$ cat src/rtl/frame_scan_controller_pkg.sv
// Shared definitions for the frame scan controller: state encoding,
// default timing constants and counter widths.
package frame_scan_controller_pkg;

  localparam int DLY_W = 9;
  localparam int ROW_W = 10;
  localparam int COL_W = 11;

  localparam int START_DELAY_DEF = 100;
  localparam int HSYNC_DELAY_DEF = 160;

  typedef enum logic [2:0] {
    ST_IDLE  = 3'd0,
    ST_VSYNC = 3'd1,
    ST_HSYNC = 3'd2,
    ST_DATA  = 3'd3,
    ST_DONE  = 3'd4
  } state_e;

  // Terminal count for a dwell of 'delay' cycles (counter runs 0..delay-1).
  function automatic logic [DLY_W-1:0] dly_term(input int delay);
    return DLY_W'(delay - 1);
  endfunction

endpackage

$ cat src/rtl/frame_scan_controller_scan_delay_counter.sv
// Terminal-count dwell counter shared by the VSYNC and HSYNC phases.
// o_tc is high in the last cycle of the dwell; the count then wraps to 0.
module scan_delay_counter
  import frame_scan_controller_pkg::*;
(
  input  logic             i_clk,
  input  logic             i_reset,
  input  logic             i_en,
  input  logic             i_clr,
  input  logic [DLY_W-1:0] i_term,
  output logic             o_tc
);

  logic [DLY_W-1:0] r_cnt;

  assign o_tc = i_en & (r_cnt == i_term);

  // Count while enabled; restart from 0 on clear or on reaching the terminal value.
  always_ff @(posedge i_clk) begin
    if (i_reset) begin
      r_cnt <= {DLY_W{1'b0}};
    end else if (i_clr | o_tc) begin
      r_cnt <= {DLY_W{1'b0}};
    end else if (i_en) begin
      r_cnt <= r_cnt + DLY_W'(1);
    end else begin
      r_cnt <= r_cnt;
    end
  end

endmodule

$ cat src/rtl/frame_scan_controller.sv
// Frame scan controller: start delay, per-line blanking and active-data
// sequencing for one frame, one read address per even/odd pixel pair with
// downstream backpressure.
// Optional build macro FRAME_SCAN_ROW_FLIP_EN: addresses are generated
// bottom-up (row_src = IMAGE_HEIGHT-1-row) for BMP-ordered storage; the
// row/column outputs keep counting top-down.
module frame_scan_controller
  import frame_scan_controller_pkg::*;
#(
  parameter int IMAGE_WIDTH  = 768,
  parameter int IMAGE_HEIGHT = 512,
  parameter int START_DELAY  = START_DELAY_DEF,
  parameter int HSYNC_DELAY  = HSYNC_DELAY_DEF,
  parameter int ADDR_W       = 19
) (
  input  logic              clk,
  input  logic              reset,
  input  logic              start,
  input  logic              rd_ready,
  output logic              rd_valid,
  output logic [ADDR_W-1:0] rd_addr,
  output logic [9:0]        row,
  output logic [10:0]       column,
  output logic              vertical_Pulse,
  output logic              horizontal_Pulse,
  output logic              busy,
  output logic              sig_done
);

  localparam logic [DLY_W-1:0]  LP_START_TERM = dly_term(START_DELAY);
  localparam logic [DLY_W-1:0]  LP_HSYNC_TERM = dly_term(HSYNC_DELAY);
  localparam logic [COL_W-1:0]  LP_COL_LAST   = COL_W'(IMAGE_WIDTH - 2);
  localparam logic [ROW_W-1:0]  LP_ROW_LAST   = ROW_W'(IMAGE_HEIGHT - 1);
  localparam logic [ADDR_W-1:0] LP_WIDTH      = ADDR_W'(IMAGE_WIDTH);

  state_e             r_state;
  state_e             w_state_nxt;
  logic [ROW_W-1:0]   r_row;
  logic [ROW_W-1:0]   w_row_nxt;
  logic [COL_W-1:0]   r_col;
  logic [COL_W-1:0]   w_col_nxt;
  logic [ROW_W-1:0]   w_row_src;
  logic [ADDR_W-1:0]  r_addr;
  logic [ADDR_W-1:0]  w_addr_nxt;
  logic               w_cnt_en;
  logic               w_cnt_clr;
  logic [DLY_W-1:0]   w_term;
  logic               w_tc;
  logic               r_rd_valid;
  logic               r_vpulse;
  logic               r_hpulse;
  logic               r_busy;
  logic               r_done;

  scan_delay_counter u_dly (
    .i_clk   (clk),
    .i_reset (reset),
    .i_en    (w_cnt_en),
    .i_clr   (w_cnt_clr),
    .i_term  (w_term),
    .o_tc    (w_tc)
  );

  // Next-state, next row/column and dwell-counter control.
  always_comb begin
    w_state_nxt = r_state;
    w_row_nxt   = r_row;
    w_col_nxt   = r_col;
    w_cnt_en    = 1'b0;
    w_cnt_clr   = 1'b0;
    w_term      = LP_HSYNC_TERM;
    case (r_state)
      ST_IDLE: begin
        w_row_nxt = {ROW_W{1'b0}};
        w_col_nxt = {COL_W{1'b0}};
        w_cnt_clr = 1'b1;
        if (start) begin
          w_state_nxt = ST_VSYNC;
        end else begin
          w_state_nxt = ST_IDLE;
        end
      end
      ST_VSYNC: begin
        w_cnt_en = 1'b1;
        w_term   = LP_START_TERM;
        if (w_tc) begin
          w_state_nxt = ST_HSYNC;
        end else begin
          w_state_nxt = ST_VSYNC;
        end
      end
      ST_HSYNC: begin
        w_cnt_en = 1'b1;
        w_term   = LP_HSYNC_TERM;
        if (w_tc) begin
          w_state_nxt = ST_DATA;
        end else begin
          w_state_nxt = ST_HSYNC;
        end
      end
      ST_DATA: begin
        // In DATA rd_valid is high, so a beat is simply rd_ready.
        if (rd_ready) begin
          if (r_col == LP_COL_LAST) begin
            if (r_row == LP_ROW_LAST) begin
              w_state_nxt = ST_DONE;
            end else begin
              w_col_nxt   = {COL_W{1'b0}};
              w_row_nxt   = r_row + ROW_W'(1);
              w_state_nxt = ST_HSYNC;
            end
          end else begin
            w_col_nxt = r_col + COL_W'(2);
          end
        end else begin
          w_state_nxt = ST_DATA;
        end
      end
      ST_DONE: begin
        w_row_nxt   = {ROW_W{1'b0}};
        w_col_nxt   = {COL_W{1'b0}};
        w_state_nxt = ST_IDLE;
      end
      default: begin
        w_row_nxt   = {ROW_W{1'b0}};
        w_col_nxt   = {COL_W{1'b0}};
        w_cnt_clr   = 1'b1;
        w_state_nxt = ST_IDLE;
      end
    endcase
  end

  // Source row for the address: straight raster or bottom-up storage.
  always_comb begin
`ifdef FRAME_SCAN_ROW_FLIP_EN
    w_row_src = LP_ROW_LAST - w_row_nxt;
`else
    w_row_src = w_row_nxt;
`endif
    if (w_state_nxt == ST_DATA) begin
      w_addr_nxt = (ADDR_W'(w_row_src) * LP_WIDTH) + ADDR_W'(w_col_nxt);
    end else begin
      w_addr_nxt = {ADDR_W{1'b0}};
    end
  end

  // State, position and address registers.
  always_ff @(posedge clk) begin
    if (reset) begin
      r_state <= ST_IDLE;
      r_row   <= {ROW_W{1'b0}};
      r_col   <= {COL_W{1'b0}};
      r_addr  <= {ADDR_W{1'b0}};
    end else begin
      r_state <= w_state_nxt;
      r_row   <= w_row_nxt;
      r_col   <= w_col_nxt;
      r_addr  <= w_addr_nxt;
    end
  end

  // Status flags registered from the next-state decode so they track r_state.
  always_ff @(posedge clk) begin
    if (reset) begin
      r_rd_valid <= 1'b0;
      r_vpulse   <= 1'b0;
      r_hpulse   <= 1'b0;
      r_busy     <= 1'b0;
      r_done     <= 1'b0;
    end else begin
      r_rd_valid <= (w_state_nxt == ST_DATA);
      r_vpulse   <= (w_state_nxt == ST_HSYNC) | (w_state_nxt == ST_DATA);
      r_hpulse   <= (w_state_nxt == ST_DATA);
      r_busy     <= (w_state_nxt != ST_IDLE);
      r_done     <= (w_state_nxt == ST_DONE);
    end
  end

  assign rd_valid         = r_rd_valid;
  assign rd_addr          = r_addr;
  assign row              = r_row;
  assign column           = r_col;
  assign vertical_Pulse   = r_vpulse;
  assign horizontal_Pulse = r_hpulse;
  assign busy             = r_busy;
  assign sig_done         = r_done;

endmodule

$ cat config.mk
export PLATFORM = sky130hd
export DESIGN_NAME = frame_scan_controller
export DESIGN_NICKNAME = d
export VERILOG_FILES = /design/src/rtl/frame_scan_controller_pkg.sv /design/src/rtl/frame_scan_controller_scan_delay_counter.sv /design/src/rtl/frame_scan_controller.sv
export SDC_FILE = /design/constraint.sdc
export NUM_CORES = 1
export LEC_CHECK = 0
export BUFFER_PORTS_ARGS = -buffer_cell sky130_fd_sc_hd__buf_2
export CAP_MARGIN = 40
export CORE_UTILIZATION = 30
export DETAILED_ROUTE_END_ITERATION = 8
export PLACE_DENSITY = 0.61
export SETUP_SLACK_MARGIN = 0.05
export SLEW_MARGIN = 20
export SYNTH_ARGS = -nofsm -noshare
export SYNTH_HDL_FRONTEND = slang
export SYNTH_SLANG_ARGS = --single-unit
$ cat constraint.sdc
create_clock -name clk -period 3.8 [get_ports clk]
set_input_delay 0.76 -clock clk [delete_from_list [all_inputs] [get_ports clk]]
set_output_delay 0.76 -clock clk [all_outputs]
set_load 0.05 [all_outputs]
=== Yosys cells after proc, flatten, opt, wreduce, memory -nomap -nowiden ===
Index checks and enable logic that the tools add are counted.

* Bitwise logic cells: 4
* $mul: 1
* Muxes and demuxes: 18
* Reductions and logical operators: 6
* $add $sub $neg: 4
* Equal/unequal tests: 10

{| class="wikitable"
|+ Operators with widths
! operator !! count
|-
| $mux W11 || 3
|-
| $mux W10 || 3
|-
| $pmux W11 S2 || 1
|-
| $pmux W10 S2 || 1
|-
| $add A19 B11 Y19 || 1
|-
| $eq A3 B2 Y1 const B || 4
|-
| $pmux W3 S4 || 1
|-
| $add A11 B2 Y11 const B || 1
|-
| $eq A11 B10 Y1 const B || 1
|-
| $mul A10 B2 Y11 const B || 1
|-
| $add A10 B1 Y10 const B || 1
|-
| $eq A10 B9 Y1 const B || 1
|-
| $add A9 B1 Y9 const B || 1
|-
| $eq A9 B8 Y1 || 1
|-
| $mux W3 || 3
|-
| $mux W8 || 1
|-
| $eq A3 B3 Y1 const B || 2
|-
| $reduce_or A2 Y1 || 3
|-
| $mux W1 || 4
|-
| $reduce_or A4 Y1 || 1
|-
| $eq A3 B1 Y1 const B || 1
|-
| $logic_not A3 Y1 || 1
|-
| $reduce_bool A3 Y1 || 1
|-
| $mux W2 || 1
|-
| 3 further kinds || 4
|}

* Logic and storage cells: 52
* Output and inout port bits: 45
* Input port bits: 4
* Flip-flop bits (word level): 56

=== Depth between registers and ports, before layout ===
* Depth in word-level cells: 9
* Depth in mapped cells: 20
* Gate-level depth less buffers: 19

=== By module ===
Synthesis repeated with hierarchy kept, for this count alone.

* Cells, all modules: 418
* Area total of the unflattened synthesis: 3,385.7 µm²

{| class="wikitable"
|+ Modules (own cells, without submodules)
! module !! seq. area each (µm²) !! area an instance (µm²) !! cells an instance !! instances
|-
| frame_scan_controller || 940.9 || 2,891.5 || 363 || 1
|-
| scan_delay_counter || 180.2 || 494.2 || 55 || 1
|}

=== Worst setup path after synthesis ===
No wires, ideal clock.

* Path kind: flip-flop to flip-flop
* Start: register r_row[1] (netlist: row[1])
* End: register r_addr[16] (netlist: rd_addr[16])
* Period minus slack after synthesis: 4.312 ns
* Path slack: -0.512 ns
* Buffers on the path: 2
* Stages on the path, launching flop included: 19
* Arrival time: 4.243 ns
* Cells stage by stage: dfxtp_1 > ha_1 > nand2_2 > or4_1 > buf_2 > a32o_2 > nor2_2 > inv_2 > ha_1 > clkbuf_1 > o21ai_0 > a21boi_1 > nor2_1 > mux2i_1 > a21oi_1 > nand3_4 > nand4b_4 > or4_1 > a21oi_1

* Elaborated cells on any way between the ends: 19

{| class="wikitable"
|+ RTL lines
! item !! line !! RTL
|-
| start, declared || frame_scan_controller.sv:38 || <nowiki>logic [ROW_W-1:0] r_row;</nowiki>
|-
| start signal, assigned || frame_scan_controller.sv:151 || <nowiki>r_row <= {ROW_W{1'b0}};</nowiki>
|-
| start signal, assigned || frame_scan_controller.sv:156 || <nowiki>r_row <= w_row_nxt;</nowiki>
|-
| $add A10 B1 Y10 or $eq A10 B9 Y1 (tied branches) || frame_scan_controller.sv:109, frame_scan_controller.sv:105 ||
|-
| $mux W10 (*) || frame_scan_controller.sv:105 || <nowiki>if (r_row == LP_ROW_LAST) begin</nowiki>
|-
| $mux W10 (*) || frame_scan_controller.sv:104 || <nowiki>if (r_col == LP_COL_LAST) begin</nowiki>
|-
| $mux W10 (*) || frame_scan_controller.sv:103 || <nowiki>if (rd_ready) begin</nowiki>
|-
| $pmux W10 S2 (*) || frame_scan_controller.sv:72 || <nowiki>case (r_state)</nowiki>
|-
| named net w_row_nxt[2] || frame_scan_controller.sv:39 || <nowiki>logic [ROW_W-1:0] w_row_nxt;</nowiki>
|-
| $mul A10 B2 Y11 (*) || frame_scan_controller.sv:141 || <nowiki>w_addr_nxt = (ADDR_W'(w_row_src) * LP_WIDTH) + ADDR_W'(w_col_nxt);</nowiki>
|-
| $add A19 B11 Y19 (*) || frame_scan_controller.sv:141 ||
|-
| end signal, assigned || frame_scan_controller.sv:153 || <nowiki>r_addr <= {ADDR_W{1'b0}};</nowiki>
|-
| end signal, assigned || frame_scan_controller.sv:158 || <nowiki>r_addr <= w_addr_nxt;</nowiki>
|-
| end, declared || frame_scan_controller.sv:43 || <nowiki>logic [ADDR_W-1:0] r_addr;</nowiki>
|}

The timed path passes the listed nets; every way through them passes the cells marked *.
A chain may end at the register's enable or synchronous reset.

=== Worst setup path after layout ===
* Start: register r_col[10] (netlist: column[10])
* End: register r_addr[16] (netlist: rd_addr[16])

* Elaborated cells on any way between the ends: 17

{| class="wikitable"
|+ RTL lines
! item !! line !! RTL
|-
| start, declared || frame_scan_controller.sv:40 || <nowiki>logic [COL_W-1:0] r_col;</nowiki>
|-
| start signal, assigned || frame_scan_controller.sv:152 || <nowiki>r_col <= {COL_W{1'b0}};</nowiki>
|-
| start signal, assigned || frame_scan_controller.sv:157 || <nowiki>r_col <= w_col_nxt;</nowiki>
|-
| $eq A11 B10 Y1 || frame_scan_controller.sv:104 ||
|-
| $mux W10 || frame_scan_controller.sv:104 ||
|-
| $mux W10 || frame_scan_controller.sv:103 ||
|-
| $pmux W10 S2 || frame_scan_controller.sv:72 ||
|-
| named net w_row_nxt[0] || frame_scan_controller.sv:39 ||
|-
| $mul A10 B2 Y11 || frame_scan_controller.sv:141 ||
|-
| $add A19 B11 Y19 || frame_scan_controller.sv:141 ||
|}

The timed path passes the listed nets, and every way through them passes these cells.

==> results.cfg <==
[floorplan]
fp.coreArea_sq_um = 11000
die_area_sq_um = 12000
floorplan.rows = 38
ioPinCount = 49
dieWidth_um = 109
floorplan.initialDensity = 0.314
fp.dieH_um = 109

[cells_and_area]
final_nets = 513
nFillCells = 1126
fin_cells = 634
area_used_by_multi_input_combinational_logic_sq_um = 2270
diodes = 0
fraction_of_layout_instances_using_a_drive_strength_above_1 = 0.338
flow.area_growth_from_synthesis_pct = 25.4
layout.core_utilization = 0.393
register_area_sq_um = 1160

[power]
seq_power_share = 0.536
static-leakage-power_nw = 1.79
fraction_of_power_spent_switching_nets = 0.228
power_per_standard_cell_area_nw_per_um2 = 252
share_of_total_power_in_the_clock_network = 0.428
combPwrFrac = 0.036
p_switching_uw = 249
peakVddDrop_mv = 0.155
internal_power_uw = 843

[logic_synthesis]
compound_cell_area_share_of_the_yosys_netlist = 0.194
synth.cells.most_frequent = 56 x dfxtp_1, 50 x nor2_1, 36 x nand2_1
post-synth-top-count-cell = dfxtp_1
syn-mean-instance-area_sq_um = 8.24
synthesis.area_sq_um = 3460
synth-seq-area-share = 0.324
number_of_enable_type_register_cells_in_the_synthesized_netlist = 0
share_of_cell_area_taken_by_muxes_after_synthesis = 0.0177
dominant_synthesized_flop_cell = dfxtp_1
ys_ff_latch = 56
synth_adder_area_share = 0.0600
synth_top_family_by_area = simple AND/OR/NAND/NOR gates
library_cell_with_the_largest_summed_area_after_synthesis = dfxtp_1
yosys.cell_types.count = 77
basic_gate_share_of_the_synthesized_area_counting_and_or_nand_and_nor_cells = 0.316
asyncSetResetFlopFracSynth = 0
post_synth_main_area_contributors = dfxtp_1 32%, ha_1 5.4%, nor2_1 5.4%
post_synth_xor_area_fraction = 0.0354
synthCells = 420
yosysTopAreaCellShare = 0.324
yosys_warnings = 0
syn_nets = 440

[timing]
post-route-min-period_ps = 3630
final-hold-violation-count = 0
report.final.setup_viol = 0
slew-limit-headroom = 0.637
maxClockFrequency_ghz = 0.275
drv_slew = 0
totalNegativeSetupSlack_ps = 0
final_min_period_over_clock_period = 0.957
rsz0062_at_grt = true
skew_ps = 2.99
transition_time_at_the_pin_with_the_least_slew_margin_ps = 545

[cts]
clkSinkCount = 56
post_cts_hold_buffer_count = 0
clk_pin_slew_ps = 70
clock_tree.buffer_depth = 2
tritoncts_buffer_count = 5
tritoncts_clock_tree = done
clock-root-buffer = clkbuf_16
insertion_delay_ps = 300
clock_tree.htree_level_count = 2

[critical_path]
worst_setup_path_start_kind = register
reg2reg_from = column[10]
critical_path_cell_count = 17
cp_num_buf_inv = 2
crit_start = column[10]
crit_path_end = rd_addr[16]
cpPeakStageDelay_ps = 490
timing.setup.critical_path_class = register to register
cp_data_arrival_time_ps = 3860
critPathMaxFanout = 5
rr_worst_depth = 17
critical-path-top-delay-family = simple AND/OR/NAND/NOR gates
r2r_end = rd_addr[16]
crit_required_ps = 4030
slowest_stage = or4_1
worst_setup_path_end_kind = register
crit_chain = nor4b_4, nand4_1, nor2_2, buf_4, buf_4, nor2_1, o21ai_2, o31ai_4, ha_2, ha_2, nor3_2, nand4_1, a21bo_2, nand3_2, nand4b_4, or4_1, a21oi_1
reg2reg_setup_slack_ps = 170

[drt]
detail_route.drc_violations = 0
ant_nets = 0
wl_um = 9280
viasPerCell = 5.24
dr_total_vias = 3324
routedWlPerCell_um = 14.6
starting_drt_drc_count = 172
number_of_detailed_route_iterations_in_the_first_pass = 4

[global_route]
gr-total-overflow = 0
antenna_found_initial = 0
grt.total_usage = 0.159
first_global_vias = 3072
grt_start_max_net_pins = 28
grt_pass1_wl_um = 14800

[worst_hold_path]
worstHoldPathType = register to register

[placement]
final_gp_congestion = 0.880
place_inst = 623
placement.io_buffers = 48
detailed_place_hpwl_um = 7140

[run_status]
status = complete, no violations

[run]
max_cap_violations = 0
-- repair_timing --
| item | in CTS | in global routing |
|---|---|---|
| setup endpoints to repair | 1 | 4 |
| setup buffers | 0 | 3 |
| resized for setup | 1 | 15 |
| pin swaps | 1 | 9 |
| cloned | 0 | 0 |
-- worst min path at each step --
stage,cells past startpoint,endpoint,from,slack (ps)
2_1_floorplan,2,u_dly.r_cnt[8],u_dly.r_cnt[8],470
3_3_place_gp,2,u_dly.r_cnt[1],u_dly.r_cnt[1],500
3_5_place_dp,2,u_dly.r_cnt[8],u_dly.r_cnt[8],510
4_1_cts,2,u_dly.r_cnt[8],u_dly.r_cnt[8],530
5_1_grt,2,u_dly.r_cnt[8],u_dly.r_cnt[8],570
6_report,2,u_dly.r_cnt[1],u_dly.r_cnt[1],530
-- power by group through the flow --
stage	Clock (mW)	Sequential, mW	Combinational (mW)
4_1_cts	0.486	0.585	0.0396
6_report	0.468	0.585	0.0396
3_3_place_gp	0	0.599	0.0392
2_1_floorplan	0	0.601	0.0253
5_1_grt	0.506	0.585	0.0441
3_5_place_dp	0	0.599	0.0393
-- cells in the final DEF (no fill, tap or decap), types with 4 or more instances in the layout --
cell type and count:
ha_1 10, buf_2 48, a31oi_1 8, mux2i_1 4, nand3_1 16, nor2_1 48
o31ai_1 4, or3_1 4, o211ai_1 5, nand4_1 11, dfxtp_1 36, nor3_1 15
inv_1 14, dfxtp_2 13, clkbuf_16 5, nor4_1 7, xor2_1 9, and3_1 8
o21ai_2 4, buf_4 38, nor2b_1 13, nand2_1 36, o21ai_0 16, a21oi_1 21
xnor2_1 5, dfxtp_4 7
-- kinds of logic (layout without fill, tap and decap cells) --
logic type	count (synthesis)	count (layout)
xor+xnor	14	14
fa+ha+maj	16	16
simple gates	195	195
flops	56	56
compound gates	97	97
mux	6	6
buf+inv	36	110
-- per-stage QoR --
step	power, mW	hold WS, ps	setup slack, ps	cell area (sq um)
floorplan	0.626	475	79.8	3570
global placement	0.638	498	17.2	4110
detailed placement	0.638	510	-37.6	4110
CTS	1.11	528	84.2	4260
global route	1.14	573	8.92	4340
finish	1.09	525	165	4340
-- routing by layer --
| layer | vias up | GRT usage | wire length [um] |
|---|---|---|---|
| met2 | 88 | 0.267 | 4490 |
| met5 | - | 0 | 0 |
| met4 | 0 | 0.0676 | 204 |
| li1 | 1683 | - | - |
| met1 | 1536 | 0.197 | 4140 |
| met3 | 17 | 0.0308 | 450 |
-- sequential cells by signal, indices dropped and copies added, names as in the netlist --
signal            count
column               11
sig_done              1
row                  10
r_state               3
u_dly.r_cnt           9
vertical_Pulse        1
rd_addr              19
horizontal_Pulse      1
busy                  1
-- tightest hold or removal path, stage by stage, from the launching register on --
cell and delay [ps]:
dfxtp_1 350, mux2i_1 80, nor2_1 70
-- layout make-up --
| class | instances | area share |
|---|---|---|
| Clock buffer | 5 | 0.0288 |
| Clock inverter | 3 | 0.00519 |
| Inverter | 16 | 0.0138 |
| Multi-Input combinational cell | 328 | 0.523 |
| Sequential cell | 56 | 0.268 |
| Tap cell | 140 | 0.0404 |
| Timing Repair Buffer | 86 | 0.121 |
Power figures use the tool's default switching activity.
